===== src/rtl/sr_pulse_driver_if.sv =====
// ----------------------------------------------------------------------------
// sr_pulse_driver_if
//
// Purpose:
//    Request handshake between a command source (control FSM or host register)
//    and the sr_pulse_driver. A request is accepted on any rising clock edge
//    where req_valid and req_ready are both high.
//
// Signals:
//    req_valid  master -> slave  a request is present
//    req_cmd    master -> slave  1 = set the flipflop, 0 = clear it
//    req_ready  slave -> master  driver is idle and can accept a request
//
// Modports:
//    master  command source side
//    slave   sr_pulse_driver side
// ----------------------------------------------------------------------------
interface sr_pulse_driver_if;

   logic req_valid;
   logic req_cmd;
   logic req_ready;

   modport master (
      output req_valid,
      output req_cmd,
      input  req_ready
   );

   modport slave (
      input  req_valid,
      input  req_cmd,
      output req_ready
   );

endinterface


===== src/rtl/sr_pulse_driver.sv =====
// ----------------------------------------------------------------------------
// sr_pulse_driver
//
// Purpose:
//    Command-side driver for the two-input set/clear flipflop cell. Each
//    accepted request produces a clean registered pulse on in1 (set) or in2
//    (clear). The driver then watches the cell output until it shows the
//    requested value, strobes done, and waits a short gap before accepting
//    the next request.
//
// Optional feature (macro SR_DRV_TIMEOUT_EN):
//    defined   : a timeout counter limits the WAIT state to TIMEOUT samples.
//                On expiry, done and err strobe together and err_cnt
//                increments, saturating at all-ones.
//    undefined : WAIT holds until the cell output matches. err and err_cnt
//                are tied to zero and TIMEOUT has no effect.
//
// Parameters:
//    PULSE_LEN  cycles in1/in2 is held high per request (>= 1)
//    GAP        idle cycles after done before the next request (>= 1)
//    TIMEOUT    WAIT samples before a timeout is declared (>= 1)
//    CNT_W      width of err_cnt
//
// Ports:
//    clk        rising-edge clock
//    rst        asynchronous active-high reset
//    req        request handshake (slave modport of sr_pulse_driver_if)
//    in1        registered set pulse to the flipflop
//    in2        registered clear pulse to the flipflop
//    out_fb     flipflop output feedback
//    busy       high in every state except IDLE
//    done       one-cycle completion strobe
//    err        qualifies done, 1 = the request timed out
//    err_cnt    saturating count of timed-out requests
// ----------------------------------------------------------------------------
module sr_pulse_driver #(
   parameter int PULSE_LEN = 1,
   parameter int GAP       = 1,
   parameter int TIMEOUT   = 8,
   parameter int CNT_W     = 8
) (
   input  logic                 clk,
   input  logic                 rst,
   sr_pulse_driver_if.slave     req,
   output logic                 in1,
   output logic                 in2,
   input  logic                 out_fb,
   output logic                 busy,
   output logic                 done,
   output logic                 err,
   output logic [CNT_W-1:0]     err_cnt
);

   // One shared counter serves the pulse, wait and gap phases, so it must
   // hold the largest of the three lengths.
   localparam int MAX_PG  = (PULSE_LEN > GAP) ? PULSE_LEN : GAP;
   localparam int MAX_LEN = (MAX_PG > TIMEOUT) ? MAX_PG : TIMEOUT;
   localparam int CW      = (MAX_LEN < 2) ? 1 : $clog2(MAX_LEN + 1);

   localparam logic [CW-1:0] PULSE_LAST = CW'(PULSE_LEN - 1);
   localparam logic [CW-1:0] GAP_LAST   = CW'(GAP - 1);

   typedef enum logic [1:0] {
      ST_IDLE,
      ST_PULSE,
      ST_WAIT,
      ST_GAP
   } state_t;

   state_t         state;
   logic [CW-1:0]  cnt;
   logic           target;
   logic           ready_q;

`ifdef SR_DRV_TIMEOUT_EN
   localparam logic [CW-1:0] TIMEOUT_LAST = CW'(TIMEOUT - 1);

   logic             err_q;
   logic [CNT_W-1:0] err_cnt_q;

   assign err     = err_q;
   assign err_cnt = err_cnt_q;
`else
   assign err     = 1'b0;
   assign err_cnt = '0;
`endif

   assign req.req_ready = ready_q;

   // Main controller. All outputs are registered alongside the state so
   // the flipflop cell and the command source never see decode glitches.
   // in1 and in2 are only ever loaded with complementary values (PULSE
   // entry) or both cleared, so they cannot be high together. Reset clears
   // the pulse outputs at once and abandons any request in flight without
   // a done strobe.
   always_ff @(posedge clk or posedge rst) begin
      if (rst) begin
         state     <= ST_IDLE;
         cnt       <= '0;
         target    <= 1'b0;
         ready_q   <= 1'b1;
         in1       <= 1'b0;
         in2       <= 1'b0;
         busy      <= 1'b0;
         done      <= 1'b0;
`ifdef SR_DRV_TIMEOUT_EN
         err_q     <= 1'b0;
         err_cnt_q <= '0;
`endif
      end else begin
         done  <= 1'b0;
`ifdef SR_DRV_TIMEOUT_EN
         err_q <= 1'b0;
`endif
         case (state)
            ST_IDLE: begin
               if (req.req_valid) begin
                  target  <= req.req_cmd;
                  in1     <= req.req_cmd;
                  in2     <= !req.req_cmd;
                  cnt     <= '0;
                  busy    <= 1'b1;
                  ready_q <= 1'b0;
                  state   <= ST_PULSE;
               end
            end

            ST_PULSE: begin
               if (cnt == PULSE_LAST) begin
                  in1   <= 1'b0;
                  in2   <= 1'b0;
                  cnt   <= '0;
                  state <= ST_WAIT;
               end else begin
                  cnt <= cnt + 1'b1;
               end
            end

            ST_WAIT: begin
               // A match wins over an expiring timeout on the same sample.
               if (out_fb == target) begin
                  done  <= 1'b1;
                  cnt   <= '0;
                  state <= ST_GAP;
`ifdef SR_DRV_TIMEOUT_EN
               end else if (cnt == TIMEOUT_LAST) begin
                  done  <= 1'b1;
                  err_q <= 1'b1;
                  if (err_cnt_q != {CNT_W{1'b1}}) begin
                     err_cnt_q <= err_cnt_q + 1'b1;
                  end
                  cnt   <= '0;
                  state <= ST_GAP;
               end else begin
                  cnt <= cnt + 1'b1;
`endif
               end
            end

            ST_GAP: begin
               if (cnt == GAP_LAST) begin
                  busy    <= 1'b0;
                  ready_q <= 1'b1;
                  cnt     <= '0;
                  state   <= ST_IDLE;
               end else begin
                  cnt <= cnt + 1'b1;
               end
            end

            default: begin
               in1     <= 1'b0;
               in2     <= 1'b0;
               busy    <= 1'b0;
               ready_q <= 1'b1;
               cnt     <= '0;
               state   <= ST_IDLE;
            end
         endcase
      end
   end

endmodule

===== src/flat_wrapper.sv =====
// flat-port wrapper written by rule: the top's interface ports become plain ports
module sr_pulse_driver_flat 
#(
   parameter int PULSE_LEN = 1,
   parameter int GAP       = 1,
   parameter int TIMEOUT   = 8,
   parameter int CNT_W     = 8
)
  (clk, rst, in1, in2, out_fb, busy, done, err, err_cnt, req_req_valid, req_req_cmd, req_req_ready);
  sr_pulse_driver_if req_i ();
  input  logic clk;
  input  logic rst;
  output logic in1;
  output logic in2;
  input  logic out_fb;
  output logic busy;
  output logic done;
  output logic err;
  output logic [CNT_W-1:0] err_cnt;
  input wire logic [$bits(req_i.req_valid)-1:0] req_req_valid;
  input wire logic [$bits(req_i.req_cmd)-1:0] req_req_cmd;
  output wire logic [$bits(req_i.req_ready)-1:0] req_req_ready;
  assign req_i.req_valid = req_req_valid;
  assign req_i.req_cmd = req_req_cmd;
  assign req_req_ready = req_i.req_ready;
  sr_pulse_driver #(.PULSE_LEN(PULSE_LEN), .GAP(GAP), .TIMEOUT(TIMEOUT), .CNT_W(CNT_W)) u_core (.clk(clk), .rst(rst), .req(req_i), .in1(in1), .in2(in2), .out_fb(out_fb), .busy(busy), .done(done), .err(err), .err_cnt(err_cnt));
endmodule

===== config.mk =====
export PLATFORM = sky130hd
export DESIGN_NAME = sr_pulse_driver_flat
export DESIGN_NICKNAME = d
export VERILOG_FILES = /design/src/rtl/sr_pulse_driver_if.sv /design/src/rtl/sr_pulse_driver.sv /design/src/flat_wrapper.sv
export SDC_FILE = /design/constraint.sdc
export NUM_CORES = 1
export LEC_CHECK = 0
export ABC_CLOCK_PERIOD_IN_PS = 1800
export CAP_MARGIN = 20
export CORE_MARGIN = 5
export CORE_UTILIZATION = 50
export CTS_BUF_LIST = sky130_fd_sc_hd__clkbuf_8
export DETAILED_ROUTE_END_ITERATION = 7
export GPL_TIMING_DRIVEN = 0
export HOLD_SLACK_MARGIN = 0.02
export PLACE_DENSITY = 0.81
export SLEW_MARGIN = 15
export SYNTH_ARGS = -nofsm -noshare
export SYNTH_HDL_FRONTEND = slang
export SYNTH_SLANG_ARGS = --single-unit

===== constraint.sdc =====
create_clock -name clk -period 1.8 [get_ports clk]
set_input_delay 0.36 -clock clk [delete_from_list [all_inputs] [get_ports clk]]
set_output_delay 0.36 -clock clk [all_outputs]
set_load 0.03 [all_outputs]

# Word-level counts from Yosys, hierarchy flattened
# Index checks and enable logic that the tools add are counted.
# totals
word_cells,49
input_bits,5
output_inout_bits,14
reg_bits,12
# op_classes
n_addsub,1
reduce_logical,11
mux,21
eq_ne,8
# op_table
operator,n
2-to-1 mux 4 bit,3
one-hot mux 4 bit (3 select lines),1
2-to-1 mux 1 bit,8
2-to-1 mux 2 bit,4
one-hot mux 1 bit (2 select lines),4
one-hot mux 2 bit (4 select lines),1
!= test 2 x 1 -> 1 bit (second input constant),3
AND reduction 3 bit,2
adder 4 x 1 -> 4 bit (second input constant),1
equality test 2 bit (second input constant),2
logical NOT 4 bit,1
AND reduction 2 bit,2
AND reduction 4 bit,1
nonzero test 2 bit,2
equality test 2 x 1 -> 1 bit (second input constant),1
logical NOT 2 bit,1
!= test 2 bit (second input constant),1
OR reduction 2 bit,1
equality test 1 bit,1
logical NOT 1 bit,1

# Depth between registers and ports, before layout
# depth
word_depth,3
ltp_mapped,6
ltp_nobuf,6

# Worst setup path before layout
# Ideal clock, no wire load.
# synth_timing
path_kind,register to register
from,register u_core.state[0]
to,register u_core.state[1]
setup_ns,0.128
required_ns,1.672
period_less_slack_ns,1.605
stages_incl_launch_ff,7
setup_slack_ns,0.195
path_buffers,0
t_arrival_ns,1.478
path_cell_list,dfrtp_1 -> inv_1 -> ha_1 -> nor2b_1 -> a21o_1 -> nor2_1 -> mux2_1
# synth_via
elab_chain_len,3
elab_cells_between_ends,10
classes_between,7 x eq/ne; 1 x mux; 2 x reduce/logical
# synth_lines
item,line,source
"start, declared",sr_pulse_driver.sv:70,state_t state;
"start signal, assigned",sr_pulse_driver.sv:98,state <= ST_IDLE;
"start signal, assigned",sr_pulse_driver.sv:124,state <= ST_PULSE;
"start signal, assigned",sr_pulse_driver.sv:133,state <= ST_WAIT;
"equality test 2 x 1 -> 1 bit, or another cell as far along",sr_pulse_driver.sv:115,case (state)
!= test 2 x 1 -> 1 bit (no line) or != test 2 bit (tied branches),n/a,
AND reduction 4 bit (no line),n/a,
# Several ways; a longest one is shown, not always the timed one.
# A chain may end at the register's enable or synchronous reset.

# Worst setup path after layout
# Same ends and word-level chain as after synthesis.

==> results.cfg <==
[final_layout]
antennaDiodeCount = 0
drive_gt1_share_pct = 18.00
nNetsFinal = 113
area_growth_pct = 25.87
design_area_um2 = 955.9
layout_common_cells = inv_1, dfrtp_1, buf_4, conb_1, clkdlybuf4s50_1

[global_routing]
grt_pass1_vias = 549
grt_max_degree = 13
track_usage_pct = 12.41
grt-ovfl-total = 0
antenna_found_initial = 0
grt_pass1_wl_um = 2290

[die]
die_area_um2 = 2399
ios = 19
coreArea_um2 = 1471
die_w_um = 48.98
start_util_pct = 51.62
rows = 14
die_h_um = 48.98

[pwr]
powerDensity_nw_per_um2 = 1444
swShare_pct = 38.82
p_int_mw = 0.8445
ir_drop_v = 0.0008825
p_comb_share_pct = 47.9
clkPwrFrac_pct = 21.5
seq_power_share_pct = 30.7
leakagePower_nw = 0.4731
power_switching_mw = 0.5358

[sta]
max_freq_mhz = 587.9
rsz0062_at_grt = no
worst_slack_ns = 0.09916
setup_viol = 0
min_period_ns = 1.701
report.final.slew_viol_count = 0
fin_worst_skew_ns = 0.0009928
finalHoldViolations = 0
fin_hold_ws_ns = 0.4220
period_share_pct = 94.49

[setup_path]
crit_path_start_kind = flop
r2r-start = u_core.state[0]$_DFFE_PP0P_
worstPathArrival_ns = 1.83
critical_path_class = reg2reg
r2r-end = u_core.state[1]$_DFFE_PP0P_
setup.reg_to_reg.worst_slack_ns = 0.1
cp-startpoint = u_core.state[0]$_DFFE_PP0P_
crit_fanout = 7
crit_path_end_kind = flop
worstSetupEndpoint = u_core.state[1]$_DFFE_PP0P_
cp.required_ns = 1.93
rr_worst_depth = 6

[clocking]
clk_latency_ns = 0.24
numCtsBuffers = 3
clkTransAtPathRegs_ns = 0.05
htree_levels = 1
clock_path_buffers = 2
cts_root_buf = clkbuf_8
cts_tree = done
cts_sinks = 12
postCtsHoldBufs = 0

[yosys]
ys_ff_latch = 12
synth_cell_types = 26
yosysWarnings = 0
netlist_area_um2 = 759.5
yosysSeqAreaShare_pct = 39.70
avgSynthCellArea_um2 = 9.614
syn_inst = 79

[detailed_routing]
antenna_left = 0
routed_wl_um = 1376
drtIter0Drc = 8
viasPerCell = 4.931
first_pass_iters = 4
drt_drc_violations_left = 0
vias = 572
wl_per_cell_um = 11.86

[flow_run]
drv_cap = 0

[placed_design]
place.gp.congestion = 0.7408
placed_area_um2 = 899.6
hpwl_um = 1077
numPortBuffers = 9
place_ws_ns = -0.08735

[status]
status = complete, no violations

[hold_path]
hold_path.class = in2async
## flip-flops by register name, summed over array words and instances, names as in the netlist
register              cells
u_core.in2                1
u_core.target             1
u_core.cnt                4
u_core.busy               1
u_core.state              2
u_core.req.req_ready      1
u_core.in1                1
u_core.done               1
## cell families (layout without fill, tap and decap cells)
group / after synthesis / after routing / synth area share (%)
AOI/OAI and AO/OA: 18 / 18 / 14.99
xor gates and xnor gates: 1 / 1 / 1.153
adders and majority gates: 7 / 7 / 11.53
buffers and inverters: 20 / 33 / 14.33
DFF: 12 / 12 / 39.70
muxes: 3 / 3 / 4.283
other: 1 / 9 / 0.4938
and+or+nand+nor: 17 / 17 / 13.51
## critical path: stages (launching register included)
cell	delay, ns
dfrtp_1	0.39
inv_1	0.10
ha_2	0.24
nor2b_1	0.16
a21o_1	0.19
nor2_1	0.16
mux2_1	0.33
## per-stage QoR
stage	cells	power (mW)	util, %	setup TNS (ns)
final	116	1.380	64.97	0
after global routing	116	1.486	64.97	0
after CTS	116	1.388	64.80	0
after detailed placement	112	1.094	61.14	-0.08735
after global placement	112	1.059	61.14	-0.08789
after floorplan	87	0.9056	-	0
## cell usage after synthesis
cell type / number / share of area (%)
inv_1: 11 / 5.4
nor2_1: 3 / 1.5
a21o_1: 1 / 0.99
mux2_2: 1 / 1.5
dfrtp_1: 11 / 36
mux2_1: 1 / 1.5
nor2_2: 1 / 0.82
o22ai_1: 3 / 2.5
nor2b_1: 1 / 0.82
o21ai_0: 5 / 3.3
o2bb2ai_1: 1 / 1.2
a21oi_1: 4 / 2.6
dfstp_2: 1 / 3.5
nand3b_1: 1 / 0.99
or4_1: 1 / 0.99
conb_1: 1 / 0.49
nand2b_1: 4 / 3.3
a22o_1: 3 / 3.5
ha_1: 7 / 12
mux2i_1: 1 / 1.3
buf_4: 9 / 8.9
nand2_1: 4 / 2.0
nor3b_4: 1 / 2.5
xor2_1: 1 / 1.2
nand3_1: 1 / 0.66
o21a_1: 1 / 0.99
## routing by layer
layer / track usage (%) / vias up / routed length, um
met5: 0 / - / 0
met4: 9.417 / 0 / 44
met3: 4.281 / 5 / 100
met2: 19.35 / 18 / 662
met1: 13.66 / 266 / 568
li1: - / 283 / -
## worst min path at each step
stage | from | end | slack [ns]
detailed placement | u_core.target$_DFFE_PP0P_ | u_core.target$_DFFE_PP0P_ | 0.52
floorplan | rst | u_core.busy$_DFFE_PP0P_ | 0.22
finish | rst | u_core.in1$_DFFE_PP0P_ | 0.42
CTS | rst | u_core.busy$_DFFE_PP0P_ | 0.44
global route | rst | u_core.busy$_DFFE_PP0P_ | 0.49
global placement | u_core.target$_DFFE_PP0P_ | u_core.target$_DFFE_PP0P_ | 0.51
## final cells by class
type	instances	area, um2
Fill cell	130	515.5
Multi-Input combinational cell	55	381.6
Sequential cell	12	301.5
Timing Repair Buffer	9	88.84
Buffer	9	67.56
Clock buffer	4	55.05
Inverter	11	41.29
Tap cell	16	20.02
## timing repair
action | in CTS | in global routing
gates resized for setup | 1 | 1
endpoints found under the setup margin | 1 | 1
buffers inserted | 0 | 0
## power groups by stage
stage / Combinational, mW / Clock (mW) / Sequential (mW)
after floorplan: 0.401 / 0 / 0.504
after global placement: 0.637 / 0 / 0.422
after detailed placement: 0.665 / 0 / 0.430
after CTS: 0.660 / 0.303 / 0.424
after global routing: 0.729 / 0.319 / 0.438
final: 0.660 / 0.297 / 0.423
(Power assumes the default switching activity.)
